File: src/rtl/toy_multicycle_sequencer.sv
// Multi-cycle FETCH/DECODE/EXEC/MEM/WB sequencer for the TOY datapath with a shared memory port.
// Define TOY_SEQ_TIMEOUT_EN to add a memory-wait watchdog that parks the sequencer in FAULT.
module toy_multicycle_sequencer #(
    parameter int unsigned TIMEOUT_CYCLES = 16
) (
    input  logic       clk,
    input  logic       rst,
    input  logic       start,
    input  logic [3:0] op,
    input  logic       zero,
    input  logic       pos,
    input  logic       mem_ack,
    output logic       mem_req,
    output logic       mem_we,
    output logic [1:0] mem_addr_sel,
    output logic       ir_en,
    output logic       pc_en,
    output logic [1:0] pc_sel,
    output logic [2:0] alu_op,
    output logic       reg_we,
    output logic [1:0] wb_sel,
    output logic       busy,
    output logic       halted,
    output logic       fault
);

    typedef enum logic [2:0] {
        StIdle,
        StFetch,
        StDecode,
        StMem,
        StExec,
        StWb,
        StHalt,
        StFault
    } state_e;

    localparam logic [3:0] OpHalt  = 4'h0;
    localparam logic [3:0] OpLda   = 4'h7;
    localparam logic [3:0] OpLoad  = 4'h8;
    localparam logic [3:0] OpStore = 4'h9;
    localparam logic [3:0] OpLdi   = 4'hA;
    localparam logic [3:0] OpSti   = 4'hB;
    localparam logic [3:0] OpBz    = 4'hC;
    localparam logic [3:0] OpBp    = 4'hD;
    localparam logic [3:0] OpJr    = 4'hE;
    localparam logic [3:0] OpJl    = 4'hF;

    state_e     state_q;
    logic [3:0] op_q;
    logic       wait_expired;
    logic       op_q_is_store;
    logic       op_q_is_alu;

    // Odd MEM opcodes (9/B) are the stores; ALU ops are 1-6, i.e. everything below LDA.
    assign op_q_is_store = (op_q == OpStore) || (op_q == OpSti);
    assign op_q_is_alu   = (op_q != OpHalt) && (op_q < OpLda);

`ifdef TOY_SEQ_TIMEOUT_EN
    localparam int unsigned CntW = $clog2(TIMEOUT_CYCLES + 1);

    logic [CntW-1:0] wait_cnt_q;

    assign wait_expired = (wait_cnt_q == CntW'(TIMEOUT_CYCLES - 1)) && mem_req && !mem_ack;
`else
    // No watchdog in this build; the parameter is kept so both builds share one interface.
    logic unused_timeout;

    assign unused_timeout = ^TIMEOUT_CYCLES;
    assign wait_expired   = 1'b0;
`endif

    always_ff @(posedge clk) begin
        if (rst) begin
            state_q <= StIdle;
            op_q    <= '0;
`ifdef TOY_SEQ_TIMEOUT_EN
            wait_cnt_q <= '0;
`endif
        end else begin
            unique case (state_q)
                StIdle: begin
                    if (start) begin
                        state_q <= StFetch;
                    end
                end
                StFetch: begin
                    if (mem_ack) begin
                        state_q <= StDecode;
                    end else if (wait_expired) begin
                        state_q <= StFault;
                    end
                end
                StDecode: begin
                    op_q <= op;
                    if (op == OpHalt) begin
                        state_q <= StHalt;
                    end else if (op == OpLda) begin
                        state_q <= StWb;
                    end else if (op >= OpLoad && op <= OpSti) begin
                        state_q <= StMem;
                    end else begin
                        state_q <= StExec;
                    end
                end
                StMem: begin
                    if (mem_ack) begin
                        state_q <= op_q_is_store ? StFetch : StWb;
                    end else if (wait_expired) begin
                        state_q <= StFault;
                    end
                end
                StExec: begin
                    state_q <= op_q_is_alu ? StWb : StFetch;
                end
                StWb: begin
                    state_q <= StFetch;
                end
                StHalt: begin
                    state_q <= StHalt;
                end
                StFault: begin
                    state_q <= StFault;
                end
                default: begin
                    state_q <= StIdle;
                end
            endcase
`ifdef TOY_SEQ_TIMEOUT_EN
            // Counting only un-acked request cycles clears the counter on every FETCH/MEM entry.
            if (mem_req && !mem_ack) begin
                wait_cnt_q <= wait_cnt_q + 1'b1;
            end else begin
                wait_cnt_q <= '0;
            end
`endif
        end
    end

    always_comb begin
        mem_req      = 1'b0;
        mem_we       = 1'b0;
        mem_addr_sel = 2'b00;
        ir_en        = 1'b0;
        pc_en        = 1'b0;
        pc_sel       = 2'b00;
        alu_op       = 3'b000;
        reg_we       = 1'b0;
        wb_sel       = 2'b00;

        unique case (state_q)
            StFetch: begin
                mem_req = 1'b1;
                if (mem_ack) begin
                    ir_en = 1'b1;
                    pc_en = 1'b1;
                end
            end
            StMem: begin
                mem_req      = 1'b1;
                mem_we       = op_q_is_store;
                mem_addr_sel = (op_q == OpLdi || op_q == OpSti) ? 2'b10 : 2'b01;
            end
            StExec: begin
                alu_op = op_q[2:0];
                if (op_q == OpBz) begin
                    pc_en  = zero;
                    pc_sel = 2'b01;
                end else if (op_q == OpBp) begin
                    pc_en  = pos;
                    pc_sel = 2'b01;
                end else if (op_q == OpJr) begin
                    pc_en  = 1'b1;
                    pc_sel = 2'b10;
                end else if (op_q == OpJl) begin
                    // PC already advanced during FETCH, so the link value is PC itself.
                    pc_en  = 1'b1;
                    pc_sel = 2'b01;
                    reg_we = 1'b1;
                    wb_sel = 2'b11;
                end
            end
            StWb: begin
                reg_we = 1'b1;
                if (op_q == OpLoad || op_q == OpLdi) begin
                    wb_sel = 2'b01;
                end else if (op_q == OpLda) begin
                    wb_sel = 2'b10;
                end
            end
            default: begin
            end
        endcase
    end

    assign busy   = (state_q != StIdle) && (state_q != StHalt) && (state_q != StFault);
    assign halted = (state_q == StHalt);

`ifdef TOY_SEQ_TIMEOUT_EN
    assign fault = (state_q == StFault);
`else
    assign fault = 1'b0;
`endif

endmodule

File: config.mk
export PLATFORM = sky130hd
export DESIGN_NAME = toy_multicycle_sequencer
export DESIGN_NICKNAME = d
export VERILOG_FILES = /design/src/rtl/toy_multicycle_sequencer.sv
export SDC_FILE = /design/constraint.sdc
export NUM_CORES = 1
export LEC_CHECK = 0
export CORE_AREA = 2 2 39 41
export CTS_CLUSTER_SIZE = 14
export DETAILED_ROUTE_END_ITERATION = 7
export DIE_AREA = 0 0 41 43
export DONT_BUFFER_PORTS = 1
export HOLD_SLACK_MARGIN = 0.15
export SETUP_SLACK_MARGIN = 0.05
export SYNTH_ARGS = -nofsm -noshare
export SYNTH_HDL_FRONTEND = slang
export SYNTH_SLANG_ARGS = --single-unit
File: constraint.sdc
create_clock -name clk -period 1.7 [get_ports clk]
set_input_delay 0.34 -clock clk [delete_from_list [all_inputs] [get_ports clk]]
set_output_delay 0.34 -clock clk [all_outputs]
set_load 0.1 [all_outputs]
== After elaboration in Yosys (flattened, before gate mapping) ==
Cells that the tools add are included.
Operators by class
  order comparisons: 3
  eq/ne operators: 22
  mux-type cells: 37
  reduce and logical (&&, ||, !) cells: 13
Operators by type and width (number)
  == test 4 bit (second input constant): 8
  two-way mux 3 bit: 9
  two-way mux 2 bit: 12
  one-hot mux 3 bit (8 select lines): 1
  == test 3 bit (second input constant): 4
  two-way mux 1 bit: 12
  == test 4 x 3 -> 1 bit (second input constant): 2
  == test 3 x 2 -> 1 bit (second input constant): 2
  != test 2 bit (second input constant): 3
  != test 3 bit (second input constant): 2
  greater-or-equal comparator 4 bit (second input constant): 1
  less-or-equal comparator 4 bit (second input constant): 1
  logical AND 1 bit: 4
  zero test 4 bit: 1
  < comparator 4 x 3 -> 1 bit (second input constant): 1
  one-hot mux 1 bit (2 select lines): 2
  one-hot mux 2 bit (2 select lines): 1
  nonzero test 4 bit: 1
  == test 3 x 1 -> 1 bit (second input constant): 1
  zero test 3 bit: 1
  logical OR 1 bit: 3
  AND reduction 3 bit: 1
  nonzero test 3 bit: 1
  OR reduction 2 bit: 1
Storage, ports and cells
  register bits: 7

== Depth between registers and ports, before layout ==
Gate-level depths: netlist of run 1.
  depth in word-level cells: 6
  mapped depth: 4
  depth with buffers taken out: 4

== Worst setup path after synthesis of run 1 ==
OpenSTA, ideal clock, no wires.
  kind: reg-to-output
  start point: register state_q[0]
  end point: output pc_en
  arrival: 3.876 ns
  data required time: 1.360 ns
  setup slack: -2.516 ns
  cell stages (with the launch flop): 4
  path through: dfxtp_1 > or2b_1 > nor3b_1 > o21bai_1
On the way
  longest elaborated chain between the ends: 2
RTL lines
  start, declared: line 49  | state_e state_q;
  start signal, assigned: line 75  | state_q <= StIdle;
  start signal, assigned: line 84  | state_q <= StFetch;
  start signal, assigned: line 89  | state_q <= StDecode;
  == test 3 bit / == test 3 x 1 -> 1 bit (equally long branches): line 151  | unique case (state_q)
  one-hot mux 1 bit (2 select lines) (*): line 151
  end, declared: line 17  | output logic pc_en,
Mark *: on every way between the ends. The rest lies on a longest branch, timed or not.

== Worst setup path in the final report of run 1 ==
  start point: register state_q[0]
  end point: output pc_sel[1]
On the way
  longest elaborated chain between the ends: 2
RTL lines
  == test 3 bit: line 151
  two-way mux 2 bit: line 151
  end, declared: line 18  | output logic [1:0] pc_sel,
No other way between the ends.

==> results of run 1 <==
==> layout by cell type (no fill, tap or decap), drive strengths merged, types with 2 or more instances in the layout <==
| master | instances |
|---|---|
| nand3b | 2 |
| clkbuf | 4 |
| dfxtp | 7 |
| nor2b | 3 |
| nor3b | 4 |
| nor2 | 11 |
| a21oi | 2 |
| and2 | 5 |
| nand4b | 3 |
| nand2 | 5 |
| buf | 36 |
| mux2i | 4 |
| and3 | 2 |
| a211oi | 3 |
| dlygate4sd3 | 2 |
| o21ai | 4 |
| inv | 3 |
==> layout make-up <==
type | instances | share of cell area, %
clock buffer | 4 | 2.07
inverter | 3 | 1.08
multi-input combinational | 64 | 45.1
sequential | 7 | 12.1
tap | 16 | 1.58
timing repair buffer | 38 | 38.0
==> worst max path at each step <==
stage,startpoint,depth (start not counted),slack (ns),endpoint
6_report,state_q[0]$_SDFFE_PP0P_,5,-0.20,pc_sel[1]
3_5_place_dp,state_q[2]$_SDFFE_PP0P_,4,0.04,pc_en
5_1_grt,state_q[0]$_SDFFE_PP0P_,5,-0.26,pc_sel[1]
4_1_cts,state_q[2]$_SDFFE_PP0P_,4,-0.20,pc_en
2_1_floorplan,state_q[0]$_SDFFE_PP0P_,3,-0.58,pc_en
3_3_place_gp,state_q[2]$_SDFFE_PP0P_,4,0.06,pc_en
==> per-layer routing <==
layer	part of all wire [%]	track usage, %	vias up	routed length [µm]
met5	0	0	-	0
met4	1.6	8.00	0	40
met3	3.6	3.66	7	87
met2	54	39.1	35	1310
met1	41	29.5	373	992
li1	-	-	354	-
==> registers in the layout (all words and copies together) (netlist names) <==
register,flops
op_q,4
state_q,3
==> cells by family after synthesis <==
| kind of cell | count (synthesis) | share of synthesized area, % |
|---|---|---|
| flip-flops | 7 | 22.6 |
| buffers and inverters | 9 | 8.06 |
| XOR/XNOR | 1 | 1.41 |
| AO/OA/AOI/OAI | 17 | 20.6 |
| other | 1 | 0.604 |
| AND/OR/NAND/NOR | 41 | 40.3 |
| multiplexers | 4 | 6.45 |
==> repair_timing <==
item | CTS | global route
setup endpoints to repair | 15 | 16
setup buffers | 5 | 8
hold buffers | 1 | 1
hold endpoints to repair | 1 | 6
pin swaps | 5 | 10
gates resized for setup | 13 | 18
==> where the power goes <==
| part | internal [µW] | switching [µW] | total [µW] |
|---|---|---|---|
| combinational | 86.0 | 129 | 215 |
| sequential | 165 | 6.78 | 172 |
| clock | 90.8 | 81.9 | 173 |
==> worst max-delay path: cells and delay by family, from the launching register on <==
kind                   cells  cell delay (ns)
flip-flops                 1             0.37
buffers and inverters      2             0.40
AND/OR/NAND/NOR            3             0.52
==> metrics by stage <==
| step | setup WS, ns | util [%] |
|---|---|---|
| 4_1_cts | -0.203 | 82.3 |
| 6_report | -0.196 | 91.8 |
| 5_1_grt | -0.263 | 91.8 |
| 3_3_place_gp | 0.0575 | 74.3 |
| 3_5_place_dp | 0.0385 | 74.3 |
| 2_1_floorplan | -0.585 | - |
==> metrics.csv, run 1 <==
metric,value,unit
reg2reg_depth,6,
path_clk_slew,0.06,ns
crit_arrival,1.56,ns
cts.sinks,7,
power,560,µW
ir_worst_vdd,0.411,mV
h-tree-depth,1,
ioPinCount,27,
final_cell_area,1270,µm²
netlist_area,621,µm²
die_y,43,µm
layout.nets,127,
register_area,154,µm²
start_util,44.8,%
drtAntennaViolNets,0,
fp.dieArea,1760,µm²
async_flop_share,0,%
period_needed,1.90,ns
synth.area.top_cells,"dfxtp_1 23%, nor2_1 6.7%, mux2i_1 6.5%, and2_1 5.0%, nand4b_1 4.2%",
holdPathEnd,op_q[2]$_SDFFE_PP0P_,
cp_max_fo,4,
start_kind,flip-flop,
drc,0,
layout-drive-gt1-share,60.3,%
yosysMostFrequentCell,nor2_1,
syn_to_final_growth,105,%
cts_buffers,3,
clk_latency,0.26,ns
path_cells,nor2b_4 > nand4b_1 > buf_6 > nor3b_4 > buf_12,
skew,0.00136,ns
relSlewSlack,57.4,%
hold_depth,2,
antenna_found_initial,0,
failed_checks,negative setup slack,
dr.pass1.iters,4,
cp.required,1.36,ns
io_buffers,0,
layout_worst_path_cycle_share,112,%
vias_per_cell,5.83,
timing.fmax,527,MHz
drt_wl_total,2430,µm
crit_slowest_cell,dfxtp_4,
multi_input_area,573,µm²
fin_ws,-0.196,ns
track_usage,23.7,%
wl_per_cell,18.4,µm
reg2reg_to,state_q[1]$_SDFFE_PP0P_,
clockRootBuffer,clkbuf_4,
rsz0062_at_grt,true,
placed_cells,113,
crit_path_max_incr_delay,0.37,ns
fin_tns_setup,-1.66,ns
placed_area,1030,µm²
synth_edf_count,0,
fillers,56,
outcome,"finished, violations left",
num_vias,769,
core,1380,µm²
reg2reg_from,state_q[0]$_SDFFE_PP0P_,
power.leakage,0.000487,µW
hold_viol,0,
synth_cells,80,
synth.yosys.seq_area_share,22.6,%
finalMaxSlewViolations,0,
grt-ovfl-total,0,
end_kind,primary output,
synth_seq_cells,7,
die_w,41,µm
synthFlopType,dfxtp_1,
fin_cells,132,
whs,0.258,ns
power_per_cell_area,441,nW/µm²
ys_types,39,
grt_pass1_wl,2860,µm
synth_top_area_share,22.6,%
synth.largest_area_cell,dfxtp_1,
maxCapViolCount,0,
path_class,flip-flop to primary output,
gp_congestion,0.773,
yosysWarnings,0,
first_global_vias,622,
cts_tree,done,
min_from,op[2],
num_rows,14,
cts_buffer_depth,2,
grt_start_max_net_pins,16,
synthesis.nets,90,
r2r_slack,0.13,ns
place_hpwl,1300,µm
antenna_cells,0,
yosys-top-cells-count,"11 x nor2_1, 7 x dfxtp_1, 5 x and2_1, 5 x nand2_1, 4 x mux2i_1",
avgSynthCellArea,7.76,µm²
hold_class,input pin to flip-flop,
worst-slew-pin-transition,0.637,ns
drtIter0Drc,21,
finalSetupViolations,14,
Note: power is estimated with default switching activity, not from simulation.
==> run 2: changes to the inputs <==
--- a/config.mk
+++ b/config.mk
@@ -6,12 +6,14 @@
 export NUM_CORES = 1
 export LEC_CHECK = 0
 export CORE_AREA = 2 2 39 41
+export CTS_CLUSTER_DIAMETER = 40
 export CTS_CLUSTER_SIZE = 14
 export DETAILED_ROUTE_END_ITERATION = 7
 export DIE_AREA = 0 0 41 43
 export DONT_BUFFER_PORTS = 1
 export HOLD_SLACK_MARGIN = 0.15
 export SETUP_SLACK_MARGIN = 0.05
+export SKIP_CTS_REPAIR_TIMING = 1
 export SYNTH_ARGS = -nofsm -noshare
 export SYNTH_HDL_FRONTEND = slang
 export SYNTH_SLANG_ARGS = --single-unit
==> metrics.csv, run 2 (synthesized netlist as in run 1, its figures left out) <==
metric,value,unit,change
layout.nets,121,,was 127
antenna_found_initial,0,,unchanged
clk_latency,0.26,ns,about the same
syn_to_final_growth,92.3,%,was 105%
path_class,flip-flop to primary output,,unchanged
crit_arrival,1.60,ns,was 1.56 ns
crit_buf_inv,2,,unchanged
start_kind,flip-flop,,unchanged
num_vias,716,,was 769
hold_viol,0,,unchanged
first_global_vias,571,,was 622
num_rows,14,,unchanged
maxCapViolCount,0,,unchanged
relSlewSlack,57.5,%,was 57.4%
regMostFlops,op_q,,unchanged
io_buffers,0,,unchanged
cp_max_fo,7,,was 4
antenna_cells,0,,unchanged
layout-drive-gt1-share,58.2,%,was 60.3%
gp_congestion,0.773,,unchanged
worst-slew-pin-transition,0.636,ns,was 0.637 ns
power_per_cell_area,433,nW/µm²,was 441 nW/µm²
drt_wl_total,1960,µm,was 2430 µm
path_clk_slew,0.06,ns,about the same
cts_buffer_depth,2,,unchanged
layout.cells.most_common,buf_4,,unchanged
wl_per_cell,15.6,µm,was 18.4 µm
power,517,µW,was 560 µW
die_y,43,µm,unchanged
final_cell_area,1190,µm²,was 1270 µm²
largest_register_ffs,4,,unchanged
path_cells,nor2b_4 > nand4b_1 > buf_6 > nor3b_4 > buf_12,,unchanged
finalMaxSlewViolations,0,,unchanged
rsz0062_at_grt,true,,unchanged
cts_tree,done,,unchanged
track_usage,21.4,%,was 23.7%
ir_worst_vdd,0.609,mV,was 0.411 mV
reg.largest.list,"op_q x4, state_q x3",,unchanged
die_w,41,µm,unchanged
dr.pass1.iters,4,,unchanged
vias_per_cell,5.68,,was 5.83
start_util,44.8,%,unchanged
placed_area,1030,µm²,unchanged
drtAntennaViolNets,0,,unchanged
critical-path-top-delay-family,simple AND/OR/NAND/NOR gates,,unchanged
crit_slowest_cell,dfxtp_4,,unchanged
grt_pass1_wl,2580,µm,was 2860 µm
place_hpwl,1300,µm,unchanged
crit_path_max_incr_delay,0.37,ns,about the same
clockRootBuffer,clkbuf_4,,unchanged
cts_buffers,3,,unchanged
drtIter0Drc,8,,was 21
skew,0.00804,ns,was 0.00136 ns
failed_checks,negative setup slack,,unchanged
fp.dieArea,1760,µm²,unchanged
power.leakage,0.000450,µW,was 0.000487 µW
hold_class,input pin to flip-flop,,unchanged
grt_start_max_net_pins,16,,unchanged
pre_cts_ws,0.0385,ns,unchanged
drc,0,,unchanged
period_needed,1.94,ns,was 1.90 ns
grt-ovfl-total,0,,unchanged
ioPinCount,27,,unchanged
cp.required,1.36,ns,about the same
cts.sinks,7,,unchanged
timing.fmax,516,MHz,was 527 MHz
layout_worst_path_cycle_share,114,%,was 112%
outcome,"finished, violations left",,unchanged
core,1380,µm²,unchanged
h-tree-depth,1,,unchanged
final_cell_mix,"14 x buf_4, 12 x buf_12, 7 x nor2_1",,"was 15 x buf_4, 13 x buf_12, 8 x buf_6, 7 x nor2_1"
finalSetupViolations,14,,unchanged
end_kind,primary output,,unchanged
fin_ws,-0.237,ns,was -0.196 ns
## run 2: report_power, final
| group | switching (µW) | total [µW] | internal (µW) |
|---|---|---|---|
| sequential | 7.65 | 176 | 168 |
| clock | 71.4 | 162 | 90.2 |
| combinational | 117 | 179 | 62.0 |
| total | 196 | 517 | 321 |
## run 2: routing by layer
| layer | GRT usage (%) | vias up | part of all wire (%) |
|---|---|---|---|
| met5 | 0 | - | 0 |
| met4 | 8.00 | 0 | 1.1 |
| met3 | 3.14 | 4 | 4.1 |
| met2 | 32.5 | 25 | 56 |
| met1 | 29.3 | 347 | 38 |
| li1 | - | 340 | - |
## run 2: worst paths after layout
path	from	to	slack [ns]	cells past startpoint
min	rst	state_q[0]$_SDFFE_PP0P_	0.14	1
min reg2reg	op_q[2]$_SDFFE_PP0P_	op_q[2]$_SDFFE_PP0P_	0.60	2
max	state_q[0]$_SDFFE_PP0P_	pc_sel[1]	-0.24	5
max reg2reg	state_q[2]$_SDFFE_PP0P_	op_q[3]$_SDFFE_PP0P_	0.19	6
## run 2: through the flow
| stage | hold WS [ns] | TNS (ns) | utilization, % | instances |
|---|---|---|---|---|
| after floorplan | 0.405 | -2.78 | - | 80 |
| after global placement | 0.407 | 0 | 74.3 | 113 |
| after detailed placement | 0.409 | 0 | 74.3 | 113 |
| after CTS | 0.144 | -1.99 | 76.2 | 117 |
| after global routing | 0.140 | -2.15 | 86.3 | 126 |
| final | 0.143 | -1.43 | 86.3 | 126 |
## run 2: final cells by class
type / instances / area, µm²
Clock buffer: 4 / 26.3
Timing Repair Buffer: 32 / 415
Tap cell: 16 / 20.0
Fill cell: 73 / 190
Inverter: 3 / 13.8
Multi-Input combinational cell: 64 / 571
Sequential cell: 7 / 148
## run 2: worst reg2reg max path, delay by kind of cell, from the launching register on
kind,cells,cell delay (ns)
buffers and inverters,3,0.39
DFF,1,0.32
muxes,1,0.29
and+or+nand+nor,2,0.39
